<file path="config.mk">
export PLATFORM = sky130hd
export DESIGN_NAME = pipe_stage_reg
export DESIGN_NICKNAME = d
export VERILOG_FILES = /design/src/rtl/pipe_pkg.sv /design/src/rtl/pipe_exc_merge.sv /design/src/rtl/pipe_stage_reg.sv
export SDC_FILE = /design/constraint.sdc
export NUM_CORES = 1
export LEC_CHECK = 0
export CELL_PAD_IN_SITES_DETAIL_PLACEMENT = 1
export CELL_PAD_IN_SITES_GLOBAL_PLACEMENT = 1
export CORE_UTILIZATION = 29
export CTS_BUF_LIST = sky130_fd_sc_hd__clkbuf_2
export CTS_CLUSTER_SIZE = 16
export DETAILED_ROUTE_END_ITERATION = 16
export PLACE_DENSITY = 0.83
export SYNTH_ARGS = -nofsm -noshare
export SYNTH_HDL_FRONTEND = slang
export SYNTH_SLANG_ARGS = --single-unit
</file>
<file path="constraint.sdc">
create_clock -name clk -period 2 [get_ports clk]
set_input_delay 0.2 -clock clk [delete_from_list [all_inputs] [get_ports clk]]
set_output_delay 0.2 -clock clk [all_outputs]
set_load 0.01 [all_outputs]
</file>
<file path="src/rtl/pipe_pkg.sv">
// rtl/pipe_pkg.sv - shared constants and types for the pipeline stage registers
package pipe_pkg;

  localparam int EXC_W_DEFAULT = 5;

  // MIPS CP0 cause codes carried through the pipeline
  localparam logic [4:0] EXC_NONE    = 5'd0;
  localparam logic [4:0] EXC_INT     = 5'd0;
  localparam logic [4:0] EXC_ADEL    = 5'd4;
  localparam logic [4:0] EXC_ADES    = 5'd5;
  localparam logic [4:0] EXC_SYSCALL = 5'd8;
  localparam logic [4:0] EXC_RI      = 5'd10;
  localparam logic [4:0] EXC_OV      = 5'd12;

  localparam logic [31:0] HANDLER_PC_DEFAULT = 32'h0000_4180;
  localparam logic [31:0] NOP_INSTR          = 32'h0000_0000;

  // What a stage register does on a given edge (reset is handled separately)
  typedef enum logic [1:0] {
    ACT_LOAD   = 2'd0,
    ACT_BUBBLE = 2'd1,
    ACT_STALL  = 2'd2,
    ACT_REQ    = 2'd3
  } stage_act_e;

endpackage

</file>
<file path="src/rtl/pipe_exc_merge.sv">
// rtl/pipe_exc_merge.sv - merges carried and stage-local exception codes
module pipe_exc_merge
  import pipe_pkg::*;
#(
  parameter int EXC_W = EXC_W_DEFAULT
) (
  input  logic [EXC_W-1:0] excCode_in,
  input  logic [EXC_W-1:0] exc_local,
  input  logic             valid_in,
  output logic [EXC_W-1:0] merged
);

  // Earlier-stage exception wins; a non-instruction slot never carries one.
  always_comb begin
    merged = '0;
    if (valid_in) begin
      if (excCode_in != '0) merged = excCode_in;
      else                  merged = exc_local;
    end
  end

endmodule

</file>
<file path="src/rtl/pipe_stage_reg.sv">
// rtl/pipe_stage_reg.sv - generic inter-stage register with hold, bubble and exception flush
module pipe_stage_reg
  import pipe_pkg::*;
#(
  parameter int          DATA_W            = 64,
  parameter int          EXC_W             = EXC_W_DEFAULT,
  parameter logic [31:0] HANDLER_PC        = HANDLER_PC_DEFAULT,
  parameter bit          KEEP_PC_ON_BUBBLE = 1'b1,
  parameter int          CNT_W             = 4
) (
  input  logic              clk,
  input  logic              reset,
  input  logic              req,
  input  logic              stall,
  input  logic              bubble,
  input  logic              valid_in,
  input  logic [31:0]       instr_in,
  input  logic [31:0]       pc_in,
  input  logic              bd_in,
  input  logic [EXC_W-1:0]  excCode_in,
  input  logic [EXC_W-1:0]  exc_local,
  input  logic [DATA_W-1:0] payload_in,
  output logic              valid_out,
  output logic [31:0]       instr_out,
  output logic [31:0]       pc_out,
  output logic              bd_out,
  output logic [EXC_W-1:0]  excCode_out,
  output logic [DATA_W-1:0] payload_out,
  output logic [CNT_W-1:0]  stall_cnt
);

  logic [EXC_W-1:0] exc_merged;
  stage_act_e       act;

  pipe_exc_merge #(
    .EXC_W (EXC_W)
  ) u_exc_merge (
    .excCode_in (excCode_in),
    .exc_local  (exc_local),
    .valid_in   (valid_in),
    .merged     (exc_merged)
  );

  // Pick this edge's action: req beats stall, stall beats bubble.
  always_comb begin
    act = ACT_LOAD;
    if (req)         act = ACT_REQ;
    else if (stall)  act = ACT_STALL;
    else if (bubble) act = ACT_BUBBLE;
  end

  // Stage register; a stall leaves every field untouched and only counts.
  always_ff @(posedge clk) begin
    if (reset) begin
      valid_out   <= 1'b0;
      instr_out   <= NOP_INSTR;
      pc_out      <= '0;
      bd_out      <= 1'b0;
      excCode_out <= '0;
      payload_out <= '0;
      stall_cnt   <= '0;
    end else begin
      case (act)
        ACT_REQ: begin
          valid_out   <= 1'b0;
          instr_out   <= NOP_INSTR;
          pc_out      <= HANDLER_PC;
          bd_out      <= 1'b0;
          excCode_out <= '0;
          payload_out <= '0;
          stall_cnt   <= '0;
        end
        ACT_STALL: begin
          if (stall_cnt != '1) stall_cnt <= stall_cnt + CNT_W'(1);
        end
        ACT_BUBBLE: begin
          valid_out   <= 1'b0;
          instr_out   <= NOP_INSTR;
          excCode_out <= '0;
          payload_out <= '0;
          stall_cnt   <= '0;
          // Keeping pc/bd lets CP0 report a sane EPC/BD if an interrupt hits the bubble
          pc_out      <= KEEP_PC_ON_BUBBLE ? pc_in : 32'h0;
          bd_out      <= KEEP_PC_ON_BUBBLE ? bd_in : 1'b0;
        end
        default: begin
          valid_out   <= valid_in;
          instr_out   <= instr_in;
          pc_out      <= pc_in;
          bd_out      <= bd_in;
          excCode_out <= exc_merged;
          payload_out <= payload_in;
          stall_cnt   <= '0;
        end
      endcase
    end
  end

endmodule

</file>
* After elaboration in Yosys (flattened, before gate mapping)
Index checks and enable logic that the tools add are counted. W data, S select, Z words.
Cells by class: add/subtract/negate cells 1, equal/unequal tests 4, multiplexer cells 11, bitwise logic cells 1, reduce and logical (&&, ||, !) cells 3
Operators with widths (count):
- $pmux W32 S2 | 2
- $pmux W64 S2 | 1
- $mux W5 | 2
- $pmux W5 S2 | 1
- $reduce_bool A5 Y1 | 1
- $add A4 B1 Y4 const B | 1
- $eq A2 B2 Y1 const B | 2
- $mux W2 | 2
- $ne A4 B4 Y1 const B | 1
- $pmux W1 S2 | 2
- $reduce_or A2 Y1 | 2
- $eq A2 B1 Y1 const B | 1
- $mux W1 | 1
- $not A1 Y1 | 1
Word-level totals: register bits 139, input port bits 145, output and inout bits 139

* Longest topological paths before layout
Gate-level depths: netlist (run 1).
depth after elaboration 6, mapped depth 6, gate-level depth less buffers 4

* Modules after synthesis
A second synthesis (run 1) with hierarchy kept.
Second synthesis, totals: cell total of the unflattened synthesis 366, area total of the unflattened synthesis 4563.1 sq um
Modules (own cells, without submodules):
- pipe_stage_reg | times used 1, cells each 356, area an instance 4466.8 sq um, seq. area each 2782.7 sq um
- pipe_exc_merge | times used 1, cells each 10, area an instance 96.3 sq um, seq. area each 0.0 sq um

* Worst setup path before layout (run 1)
OpenSTA, ideal clock, no wires.
path type input -> register, from input reset, to register instr_out[0], library setup time 0.059 ns, arrival 1.173 ns, required time 1.941 ns, setup slack 0.768 ns, cell stages on the path 5, buffers on the path 3, cell sequence buf_2 -> nor4_4 -> buf_2 -> buf_6 -> a22o_1
RTL lines:
- start, declared | RTL line pipe_stage_reg.sv:12 | input logic reset,
- end signal, assigned | RTL line pipe_stage_reg.sv:88 | instr_out <= instr_in;
- end, declared | RTL line pipe_stage_reg.sv:24 | output logic [31:0] instr_out,

* Final worst setup path (run 1)
from register payload_out[16], to output payload_out[16]
RTL lines:
- start, declared | RTL line pipe_stage_reg.sv:28 | output logic [DATA_W-1:0] payload_out,
- start signal, assigned | RTL line pipe_stage_reg.sv:92 | payload_out <= payload_in;
No word-level cell between the ends.

==> flow_metrics.tcl, run 1 <==
set metrics [dict create \
    outcome "finished clean" \
    clkTransAtPathRegs_ns 0.21 \
    overflow 0 \
    max_freq_mhz 535.7 \
    crit_buf_inv 1 \
    hpwl_microns 11180 \
    syn-num-nets 524 \
    slew_headroom 0.6906 \
    numCtsBuffers 17 \
    portBuffers 283 \
    cts_tree "done" \
    final_cell_mix "clkdlybuf4s50_1 (277), dfxtp_1 (133), a22o_1 (96), nor2_1 (39), mux2i_1 (31)" \
    wl_per_cell_microns 18.17 \
    final_max_slew_viol_count 0 \
    ys_types 24 \
    hold_violations 0 \
    io_pins 284 \
    r2r-end "pc_out[31]" \
    holdWs_ns 0.09723 \
    synth.top_cell.area_share 0.6192 \
    place_congestion 0.7519 \
    worst_path_max_delay_cell "clkdlybuf4s50_1" \
    syn_to_final_growth_pct 78.42 \
    cap_violations 0 \
    ir_drop_mv 0.3063 \
    synth_cells 378 \
    cts_sinks 139 \
    leakagePower_nw 3.191 \
    min_period_ns 1.867 \
    fin_cells 885 \
    rr_worst_depth 3 \
    first_global_vias 4723 \
    reg2reg_from "pc_out[31]" \
    cp-start-kind "flip-flop" \
    path_max_fanout 2 \
    post_cts_buffers 0 \
    dpl_cell_area_sq_um 7522 \
    crit_end "payload_out[16]" \
    synth_area_sq_um 4494 \
    timing.final.ws_setup_ns 0.1331 \
    start_util 0.2967 \
    drt-initial-drc-count 124 \
    finalSetupTns_ns 0 \
    cts_root_buf "clkbuf_2" \
    reg2reg_setup_slack_ns 0.85 \
    ant_nets 0 \
    viasPerCell 4.827 \
    grt_setup_unrepaired "false" \
    grt_max_degree 62 \
    pre_cts_ws_ns 0.1059 \
    worst-path-stages 1 \
    syn_area_per_cell_sq_um 11.89 \
    die_y_microns 126.5 \
    num_rows 45 \
    drtPass1Iterations 4 \
    h-tree-depth 4 \
    crit_chain "clkdlybuf4s50_1" \
    globalRouteTotalUtil 0.1986 \
    nNetsFinal 830 \
    grt_pass1_wl_microns 24430 \
    dp.cells 826 \
    antenna_found_initial 2 \
    setup.worst_path.end_class "output pin" \
    skew_ns 0.0004827 \
    setup_viol 0 \
    design.die.area_sq_um 16000 \
    die_x_microns 126.5 \
    drive_gt1_frac 0.06475 \
    cpLargestDelayFamily "buffers and inverters" \
    core_sq_um 15150 \
    cp-startpoint "payload_out[16]" \
    yosys_warnings 0 \
    worst_pin_slew_ns 0.4641 \
    synth-seq-cells 139 \
    fill_cells 1581 \
    slowest_delay_ns 0.56 \
    ys_seq_area_frac 0.6192 \
    num_vias 4272 \
    critPathArrivalTime_ns 1.67 \
    min_period_over_period 0.9334 \
    postRouteWirelength_microns 16080 \
    yosys.area.top_type "dfxtp_1" \
    crit_type "reg2out" \
    power_density_nw_per_um2 638.2 \
    layout_commonest_cell "clkdlybuf4s50_1" \
    cts_buffer_depth 2 \
    stdcell_area_sq_um 8019 \
    hold_path.class "in2reg" \
    drc 0 \
    synth.area.top_cells "dfxtp_1 (62%), a22o_1 (19%), mux2i_1 (6.9%), nor2_1 (3.3%), buf_2 (1.8%)" \
    critPathRequiredTime_ns 1.80 \
    insertion_delay_ns 0.67 \
]
## synth_stat cells
master,number
nor4_1,1
a31oi_1,5
nor2_1,39
nand3_1,2
nand2_2,1
nand2_1,9
clkbuf_2,1
buf_2,16
a22o_1,96
mux2i_1,31
nor3b_2,1
clkbuf_1,10
inv_1,4
ha_1,1
xnor2_1,1
nor4_4,1
a211oi_1,4
or2_2,1
o21ai_1,5
buf_6,3
nor3_1,3
nor2b_1,3
dfxtp_1,139
a21oi_1,1
## power breakdown
part / switching (mW) / internal, mW
Combinational: 0.242 / 0.468
Clock: 0.963 / 0.566
Sequential: 0.0381 / 2.84
Total: 1.24 / 3.87
## cell families after synthesis
family          Yosys count  synth area share
buf+inv                  34           0.03814
mux                      31           0.06904
flops                   139            0.6192
compound gates          111            0.2074
xor+xnor                  1          0.001949
simple gates             61           0.06153
fa+ha+maj                 1          0.002784
## sequential cells by signal, indices dropped and copies added (netlist names)
name	cells
payload_out	64
instr_out	32
pc_out	32
excCode_out	5
stall_cnt	4
bd_out	1
valid_out	1
## what timing repair did
item	4_1_cts	5_1_grt
hold endpoints to repair	20	7
endpoints found under the setup margin	4	7
gates resized for setup	4	7
hold buffers	20	7
## through the flow
stage / power [mW] / util
floorplan: 3.119 / -
global placement: 3.570 / 0.4967
detailed placement: 3.597 / 0.4967
CTS: 5.183 / 0.5236
global route: 5.358 / 0.5295
finish: 5.118 / 0.5295
## final cells by class
cell class              instances  area [sq um]  share of cell area
repair buffers                317          3222              0.4018
clock inverters                 9         100.1             0.01248
clock buffers                  21         105.1             0.01311
diodes                          2         5.005           0.0006241
well taps                     188         235.2             0.02933
multi-input cells             205          1546              0.1929
inverters                       4         15.01            0.001872
flip-flops and latches        139          2790              0.3479
## worst min path at each step
stage                         startpoint         endpoint  slack (ns)  cells after the start
after global routing      payload_in[62]  payload_out[62]     0.00003                      2
final                      payload_in[8]   payload_out[8]         0.1                      2
after detailed placement       valid_out        valid_out        0.44                      2
after global placement    excCode_out[1]   excCode_out[1]        0.44                      2
after CTS                 payload_in[18]  payload_out[18]       0.001                      2
after floorplan              instr_in[6]     instr_out[6]        0.33                      1
## per-layer routing
layer / wire length (microns) / vias up / global-route usage
li1: - / 1992 / -
met1: 6110 / 2053 / 0.1998
met2: 8307 / 202 / 0.3503
met3: 1264 / 25 / 0.08140
met4: 397 / 0 / 0.1070
met5: 0 / - / 0
(Power assumes the default switching activity.)
==> run 2: changes to the inputs <==
--- a/config.mk
+++ b/config.mk
@@ -12,6 +12,7 @@
 export CTS_CLUSTER_SIZE = 16
 export DETAILED_ROUTE_END_ITERATION = 16
 export PLACE_DENSITY = 0.83
+export SLEW_MARGIN = 20
 export SYNTH_ARGS = -nofsm -noshare
 export SYNTH_HDL_FRONTEND = slang
 export SYNTH_SLANG_ARGS = --single-unit
==> results of run 2 <==
No change in the layout: final DEF, timing and power equal those of run 1.
==> run 3: changes to the inputs <==
--- a/config.mk
+++ b/config.mk
@@ -5,12 +5,14 @@
 export SDC_FILE = /design/constraint.sdc
 export NUM_CORES = 1
 export LEC_CHECK = 0
+export CAP_MARGIN = 25
 export CELL_PAD_IN_SITES_DETAIL_PLACEMENT = 1
 export CELL_PAD_IN_SITES_GLOBAL_PLACEMENT = 1
 export CORE_UTILIZATION = 29
 export CTS_BUF_LIST = sky130_fd_sc_hd__clkbuf_2
 export CTS_CLUSTER_SIZE = 16
 export DETAILED_ROUTE_END_ITERATION = 16
+export HOLD_SLACK_MARGIN = 0.06
 export PLACE_DENSITY = 0.83
 export SLEW_MARGIN = 20
 export SYNTH_ARGS = -nofsm -noshare
==> flow_metrics.tcl, run 3 (synthesized netlist as in run 1, its figures left out) <==
set metrics [dict create \
    hold_end "pc_out[17]" \
    cts_tree "done" \
    cts_root_buf "clkbuf_2" \
    slowest_delay_ns 0.57 \
    hold_start "pc_in[17]" \
    drc 0 \
    crit_buf_inv 1 \
    grt_max_degree 62 \
    crit_type "reg2out" \
    h-tree-depth 4 \
    core_sq_um 15150 \
    num_vias 4788 \
    p_total_mw 5.360 \
    critPathRequiredTime_ns 1.80 \
    worst_pin_slew_ns 0.4916 \
    outcome "finished clean" \
    grt_pass1_wl_microns 30600 \
    clkPwrFrac 0.295 \
    portBuffers 283 \
    final_max_slew_viol_count 0 \
    cap_violations 0 \
    path_max_fanout 2 \
    place_congestion 0.7519 \
    power_density_nw_per_um2 593.4 \
    clkTransAtPathRegs_ns 0.21 \
    drtPass1Iterations 4 \
    cp-start-kind "flip-flop" \
    rr_worst_depth 3 \
    hold_violations 0 \
    hold_path.class "in2reg" \
    p_int_mw 4.000 \
    top_register "payload_out" \
    hpwl_microns 11180 \
    dp.cells 826 \
    layout_commonest_cell "clkdlybuf4s50_1" \
    max_freq_mhz 524.7 \
    ir_drop_mv 0.2846 \
    reg2reg_from "pc_out[31]" \
    r2r-end "pc_out[31]" \
    final_cell_mix "clkdlybuf4s50_1 (270), dlygate4sd3_1 (124), dfxtp_1 (121), a22o_1 (96), nor2_1 (39)" \
    die_y_microns 126.5 \
    nNetsFinal 928 \
    syn_to_final_growth_pct 101.0 \
    combPwrFrac 0.167 \
    slew_headroom 0.6723 \
    cpLargestDelayFamily "buffers and inverters" \
    crit_chain "clkdlybuf4s50_1" \
    cts_buffer_depth 2 \
    drive_gt1_frac 0.07314 \
    wl_per_cell_microns 20.55 \
    globalRouteTotalUtil 0.2550 \
    die_x_microns 126.5 \
    ant_nets 0 \
    worst_path_max_delay_cell "clkdlybuf4s50_1" \
    setup.worst_path.end_class "output pin" \
    skew_ns 0.0004900 \
    critPathArrivalTime_ns 1.71 \
    seqPwrFrac 0.538 \
    stdcell_area_sq_um 9032 \
    dpl_cell_area_sq_um 7522 \
    top_regs "payload_out: 64 flops, instr_out: 32 flops, pc_out: 32 flops" \
    postRouteWirelength_microns 20200 \
    numCtsBuffers 17 \
    hold_path_depth 3 \
    setup_viol 0 \
    swShare 0.2538 \
    io_pins 284 \
    fin_util 0.5964 \
    drt-initial-drc-count 182 \
    leakagePower_nw 3.735 \
    first_global_vias 5476 \
    design.die.area_sq_um 16000 \
    start_util 0.2967 \
    min_period_ns 1.906 \
    min_period_over_period 0.9529 \
    reg2reg_setup_slack_ns 0.85 \
    cts_sinks 139 \
    num_rows 45 \
    fill_cells 1515 \
    fin_cells 983 \
    p_sw_mw 1.360 \
    insertion_delay_ns 0.69 \
    largest_reg_flops 64 \
    antenna_found_initial 2 \
    viasPerCell 4.871 \
    overflow 0 \
]
-- run 3: cell count changes in the layout (fill, tap and decap cells not counted) --
cell	previous run	this run
buf_4	2	3
dfxtp_1	133	121
dlymetal6s2s_1	4	11
dlygate4sd3_1	27	124
dfxtp_4	0	1
clkdlybuf4s50_1	277	270
dfxtp_2	6	17
-- run 3: how the worst max path moves through the flow --
stage / start / slack (ns) / to / cells past startpoint
2_1_floorplan: reset / 0.77 / instr_out[0] / 5
3_3_place_gp: reset / 0.20 / excCode_out[0] / 5
3_5_place_dp: reset / 0.11 / excCode_out[1] / 5
4_1_cts: payload_out[11] / 0.007 / payload_out[11] / 1
5_1_grt: payload_out[35] / -0.004 / payload_out[35] / 1
6_report: payload_out[48] / 0.09 / payload_out[48] / 1
-- run 3: metrics by stage --
step / setup WS, ns / hold slack (ns) / setup TNS (ns)
after global routing: -0.004013 / 0.06555 / -0.005432
after floorplan: 0.7682 / 0.3255 / 0
final: 0.09424 / 0.1099 / 0
after global placement: 0.1973 / 0.4391 / 0
after CTS: 0.007237 / 0.06418 / 0
after detailed placement: 0.1059 / 0.4421 / 0
-- run 3: area by class of cell --
type,instances,area [sq um],area share
repair buffers,415,4218,0.4670
flip-flops and latches,139,2808,0.3108
multi-input cells,205,1546,0.1712
well taps,188,235.2,0.02604
clock buffers,21,105.1,0.01164
clock inverters,9,100.1,0.01108
inverters,4,15.01,0.001662
diodes,2,5.005,0.0005541
-- run 3: what timing repair did --
action                                  CTS  global route
endpoints found under the setup margin    4            24
setup buffers                             0             1
endpoints found under the hold margin   125             0
gates resized for setup                   4            27
hold buffers                            124             0
-- run 3: power by group through the flow --
stage,Sequential [mW],Clock [mW],Combinational (mW)
after floorplan,2.96,0,0.158
after global placement,2.93,0,0.640
after detailed placement,2.93,0,0.662
after CTS,2.88,1.61,0.863
after global routing,2.89,1.76,0.940
final,2.88,1.58,0.893
-- run 3: routing by layer --
metal  GRT usage  vias to the layer above  wire length (microns)
met5           0                        -                      0
met4      0.1559                        0                    999
met3     0.07845                       65                   1268
met2      0.4641                      242                  10470
met1      0.2542                     2294                   7456
li1            -                     2187                      -
